===== config.mk =====
export PLATFORM = sky130hd
export DESIGN_NAME = minibyte_bus_if
export DESIGN_NICKNAME = d
export VERILOG_FILES = /design/src/rtl/minibyte_bus_if.sv
export SDC_FILE = /design/constraint.sdc
export NUM_CORES = 1
export LEC_CHECK = 0
export CORE_MARGIN = 5
export CORE_UTILIZATION = 47
export DETAILED_ROUTE_END_ITERATION = 10
export PLACE_DENSITY = 0.91
export SYNTH_ARGS = -nofsm -noshare
export SYNTH_HDL_FRONTEND = slang
export SYNTH_SLANG_ARGS = --single-unit

===== constraint.sdc =====
create_clock -name clk_in -period 2.9 [get_ports clk_in]
set_input_delay 0.87 -clock clk_in [delete_from_list [all_inputs] [get_ports clk_in]]
set_output_delay 0.87 -clock clk_in [all_outputs]
set_load 0.005 [all_outputs]

===== src/rtl/minibyte_bus_if.sv =====
// minibyte_bus_if: external-bus sequencer between the minibyte CPU memory
// port and the tile pins. A one-cycle CPU request becomes a timed pin cycle
// (address setup, write strobe / read sample window, hold), then a
// one-cycle ack.
//
// Optional feature macro: MINIBYTE_BUSIF_RANGE_CHECK_EN
//   defined   : requests with addr_in[7]=1 complete immediately with err_out,
//               no pin activity, reads return 8'h00, writes are dropped.
//   undefined : addr_in[7] is ignored (aliases into the 7-bit pin space),
//               err_out is tied low.
//
// Handshake: req_in/wr_in/addr_in/wdata_in are sampled only while idle
// (busy_out=0); the access is complete in the single cycle ack_out=1, and
// rdata_out is valid from that cycle until the next read completes.
module minibyte_bus_if #(
    parameter int SETUP_CYCLES  = 1,
    parameter int STROBE_CYCLES = 2,
    parameter int HOLD_CYCLES   = 1
) (
    input  logic       clk_in,
    input  logic       rst_in,
    input  logic       req_in,
    input  logic       wr_in,
    input  logic [7:0] addr_in,
    input  logic [7:0] wdata_in,
    output logic       ack_out,
    output logic [7:0] rdata_out,
    output logic       busy_out,
    output logic       err_out,
    output logic [6:0] pin_addr_out,
    output logic [7:0] pin_data_out,
    input  logic [7:0] pin_data_in,
    output logic       pin_we_out,
    output logic       pin_drive_out
);

    // Reject out-of-range timing parameters at elaboration.
    generate
        if (SETUP_CYCLES < 1 || SETUP_CYCLES > 15 ||
            STROBE_CYCLES < 1 || STROBE_CYCLES > 15 ||
            HOLD_CYCLES < 1 || HOLD_CYCLES > 15) begin : g_bad_params
            $error("minibyte_bus_if: SETUP/STROBE/HOLD_CYCLES must be within 1..15");
        end
    endgenerate

    localparam logic [3:0] SETUP_LOAD  = 4'(SETUP_CYCLES - 1);
    localparam logic [3:0] STROBE_LOAD = 4'(STROBE_CYCLES - 1);
    localparam logic [3:0] HOLD_LOAD   = 4'(HOLD_CYCLES - 1);

    typedef enum logic [2:0] {
        IDLE   = 3'd0,
        SETUP  = 3'd1,
        STROBE = 3'd2,
        HOLD   = 3'd3,
        DONE   = 3'd4
    } state_t;

    state_t     state;
    logic [3:0] cnt;
    logic       wr_q;
    logic       range_hit;

`ifdef MINIBYTE_BUSIF_RANGE_CHECK_EN
    logic err_q;
    assign range_hit = addr_in[7];
    assign err_out   = err_q;
`else
    logic unused_addr_msb;
    assign unused_addr_msb = addr_in[7];
    assign range_hit       = 1'b0;
    assign err_out         = 1'b0;
`endif

    // Sequencer: every output is registered and set for the state being
    // entered, so nothing on the pins depends combinationally on req_in.
    always_ff @(posedge clk_in) begin
        if (!rst_in) begin
            state         <= IDLE;
            cnt           <= 4'd0;
            wr_q          <= 1'b0;
            ack_out       <= 1'b0;
            rdata_out     <= 8'h00;
            busy_out      <= 1'b0;
            pin_addr_out  <= 7'h00;
            pin_data_out  <= 8'h00;
            pin_we_out    <= 1'b0;
            pin_drive_out <= 1'b0;
`ifdef MINIBYTE_BUSIF_RANGE_CHECK_EN
            err_q         <= 1'b0;
`endif
        end else begin
            ack_out <= 1'b0;
`ifdef MINIBYTE_BUSIF_RANGE_CHECK_EN
            err_q   <= 1'b0;
`endif
            case (state)
                IDLE: begin
                    pin_we_out    <= 1'b0;
                    pin_drive_out <= 1'b0;
                    busy_out      <= 1'b0;
                    if (req_in) begin
                        wr_q     <= wr_in;
                        busy_out <= 1'b1;
                        if (range_hit) begin
                            // Out-of-range: straight to DONE, pins untouched.
                            state   <= DONE;
                            ack_out <= 1'b1;
`ifdef MINIBYTE_BUSIF_RANGE_CHECK_EN
                            err_q   <= 1'b1;
`endif
                            if (!wr_in) begin
                                rdata_out <= 8'h00;
                            end
                        end else begin
                            pin_addr_out  <= addr_in[6:0];
                            pin_data_out  <= wdata_in;
                            pin_drive_out <= wr_in;
                            cnt           <= SETUP_LOAD;
                            state         <= SETUP;
                        end
                    end
                end
                SETUP: begin
                    if (cnt == 4'd0) begin
                        cnt           <= STROBE_LOAD;
                        state         <= STROBE;
                        pin_we_out    <= wr_q;
                        pin_drive_out <= wr_q;
                    end else begin
                        cnt <= cnt - 4'd1;
                    end
                end
                STROBE: begin
                    if (cnt == 4'd0) begin
                        cnt           <= HOLD_LOAD;
                        state         <= HOLD;
                        pin_we_out    <= 1'b0;
                        pin_drive_out <= wr_q;
                        if (!wr_q) begin
                            rdata_out <= pin_data_in;
                        end
                    end else begin
                        cnt <= cnt - 4'd1;
                    end
                end
                HOLD: begin
                    if (cnt == 4'd0) begin
                        state         <= DONE;
                        pin_drive_out <= 1'b0;
                        ack_out       <= 1'b1;
                    end else begin
                        cnt <= cnt - 4'd1;
                    end
                end
                DONE: begin
                    state         <= IDLE;
                    busy_out      <= 1'b0;
                    pin_we_out    <= 1'b0;
                    pin_drive_out <= 1'b0;
                end
                default: begin
                    state         <= IDLE;
                    busy_out      <= 1'b0;
                    pin_we_out    <= 1'b0;
                    pin_drive_out <= 1'b0;
                end
            endcase
        end
    end

endmodule


==> results.ini <==
[outcome]
status=finished clean

[final_layout]
nNetsFinal=259
area_growth_pct=42.4
num_antenna_cells=0
layout-drive-gt1-share_pct=6.52
fin_area_um2=2130

[drt]
dr.pass1.iters=4
drc=0
drt_iter0_markers=106
vias=1418
post_drt_wl_per_cell_um=13.2
drt-total-wl_mm=3.62
ant_nets=0
vias_per_cell=5.18

[worst_setup_path]
critPathLaunchType=input port
critPathMaxFanout=16
crit_type=input port to register
path_delay_family=simple AND/OR/NAND/NOR gates
worst-r2r-setup-slack_ns=1.10
ff2ff_path_depth=3
setup.worst_path.end=pin_addr_out[3]
path_buf_inv=1
cp_slowest_cell=or4b_1
worstSetupPathDepth=4
endpoint_kind=register
r2r_end=rdata_out[5]
worst-endpoint-arrival_ns=2.32
crit_required_ns=3.11
critPathLaunch=req_in
critPathMaxStageDelay_ns=0.72
crit-reg2reg-launch=state[1]
cp_cell_sequence=clkdlybuf4s50_1 > or4b_1 > nand2_1 > a21oi_1

[placed_design]
place_area_um2=2050
io_buffers=53
place.gp.congestion=0.844
dp_hpwl_mm=2.57
dp_slack_ns=0.411

[clock_tree]
hold_buffers=0
clk_latency_ns=0.34
cts_sinks=35
cts_root_buf=clkbuf_4
cts_made_buffers=5
clkTransAtPathRegs_ns=0.10
cts_resized=0
cts_post_setup_buffers_inserted=0
cts_tree=done
cts_buffer_depth=2
htreeDepth=2

[global_route]
antenna_found_initial=0
grt_pass1_vias=1303
use_met3_pct=6.24
grtUsageTotal_pct=17.5
grt_max_degree=29
grt_util_met1_pct=23.8
grt_most_used_layer=met2
grt_overflow=0
globalRouteMet2Util_pct=26.1
grt_first_pass_wirelength_mm=6.02

[sta]
min_period_over_period_pct=72.9
slew_violations=0
fin_tns_setup_ns=0
fin_crit_ns=2.11
fin_worst_skew_ns=0.0122
slew-limit-headroom_pct=57.1
fin_ws_ns=0.787
hold_viol=0
finalSetupViolCount=0
clock.fmax_ghz=0.473
tightest_slew_ns=0.642
grt_setup_unrepaired=no

[synthesis]
synth-seq-cells=35
ys_seq_area_share_pct=46.8
syn_area_um2=1500
synth_nets=209
synth.distinct_cells=36
syn_avg_cell_area_um2=8.37
synthCells=179
yosysWarnings=0

[floorplanning]
num_rows=20
start_util_pct=49.1
fp.dieH_um=66.5
dieArea_um2=4420
dieWidth_um=66.5
core_region_area_um2=3050
ios=56

[power_and_ir_drop]
p_total_uw=1840
ir_worst_vdd_uv=591
p_leak_uw=0.000753
powerDensity_nw_per_um2=861

[job]
maxCapViolCount=0

[worst_hold_path]
hp-class=register to register

==> power breakdown <==
| group | switching [uW] | internal (uW) |
|---|---|---|
| combinational | 387 | 374 |
| sequential | 121 | 588 |
| clock | 162 | 204 |
| total | 670 | 1170 |
==> sequential cells by signal, summed over array words and instances, names as in the netlist, 3 cells and up <==
signal	cells
state	3
rdata_out	8
cnt	4
pin_addr_out	7
pin_data_out	8
==> layout by cell type (no fill, tap or decap), drive strengths merged <==
cell and n:
a211oi 2, a21oi 26, a221o 1, a31oi 4, and4bb 1, buf 3
bufinv 1, clkbuf 6, clkdlybuf4s50 53, clkinv 1, conb 1, dfxtp 35
ha 2, inv 5, nand2 34, nand2b 2, nand3 10, nand3b 3
nand4b 1, nor2 5, nor2b 1, nor3 3, nor3b 1, nor4 1
nor4b 2, nor4bb 1, o211ai 1, o21ai 14, o311a 1, o41ai 1
or3 2, or3b 1, or4 1, or4b 3, xnor2 1
==> final cells by class <==
type	instances	area, um2
inverters	5	18.8
repair buffers	56	553
clock buffers	6	51.3
fillers	260	921
flip-flops and latches	35	701
clock inverters	2	35.0
well taps	44	55.1
multi-input cells	126	718
==> metal layers <==
metal,part of all wire (%),wire length [um],vias up
met5,0,0,-
met4,1.1,41,0
met3,8.0,289,5
met2,45,1620,55
met1,46,1670,631
li1,-,-,727
==> kinds of logic after synthesis <==
| group | count (synthesis) | share of synthesized area [%] |
|---|---|---|
| flip-flops | 35 | 46.8 |
| buffers and inverters | 18 | 5.26 |
| adder cells (fa/ha/maj) | 2 | 1.67 |
| AND/OR/NAND/NOR | 72 | 27.0 |
| XOR/XNOR | 1 | 0.585 |
| AO/OA/AOI/OAI | 50 | 18.5 |
| other | 1 | 0.250 |
==> per-stage QoR <==
stage	utilization [%]	cells	hold slack (ns)
after global placement	67.0	266	0.441
after detailed placement	67.0	266	0.446
after global routing	69.8	274	0.492
after floorplan	-	179	0.453
after CTS	69.8	274	0.461
final	69.8	274	0.459
==> synth_stat cells <==
master	count	area [um2]
nor4bb_1	1	10.0
nand2b_1	2	12.5
nor3b_1	1	7.51
xnor2_1	1	8.76
o41ai_1	1	8.76
o311a_1	1	10.0
nand3_1	10	50.1
ha_1	2	25.0
nor3_1	3	15.0
nand2_1	34	128
buf_1	1	3.75
nand3b_1	3	22.5
buf_4	1	7.51
dfxtp_1	35	701
o21ai_0	3	15.0
or4_1	1	7.51
inv_1	4	15.0
or4b_1	3	30.0
or3b_1	1	8.76
or3_1	2	12.5
conb_1	1	3.75
a21oi_1	26	130
nand4b_1	1	8.76
a221o_1	1	10.0
nor4b_4	2	47.6
inv_2	1	3.75
clkbuf_1	5	18.8
buf_2	6	30.0
a211oi_1	2	15.0
a31oi_1	4	25.0
nor2_1	5	18.8
nor4_1	1	6.26
and4bb_2	1	12.5
o211ai_1	1	7.51
nor2b_1	1	6.26
o21ai_1	11	55.1
==> worst min-delay path: stages (launching register included) <==
cell	delay, ns
dfxtp_1	0.32
nand2_1	0.05
a21oi_1	0.05
==> worst min path at each step <==
stage / slack (ns) / endpoint / start / depth (start not counted)
final: 0.46 / pin_data_out[5] / pin_data_out[5] / 2
after global routing: 0.49 / pin_addr_out[5] / pin_addr_out[5] / 2
after CTS: 0.46 / pin_data_out[7] / pin_data_out[7] / 2
after detailed placement: 0.45 / pin_data_out[7] / pin_data_out[7] / 2
after global placement: 0.44 / pin_data_out[2] / pin_data_out[2] / 2
after floorplan: 0.45 / pin_addr_out[0] / pin_addr_out[0] / 2
(Power assumes the default switching activity.)
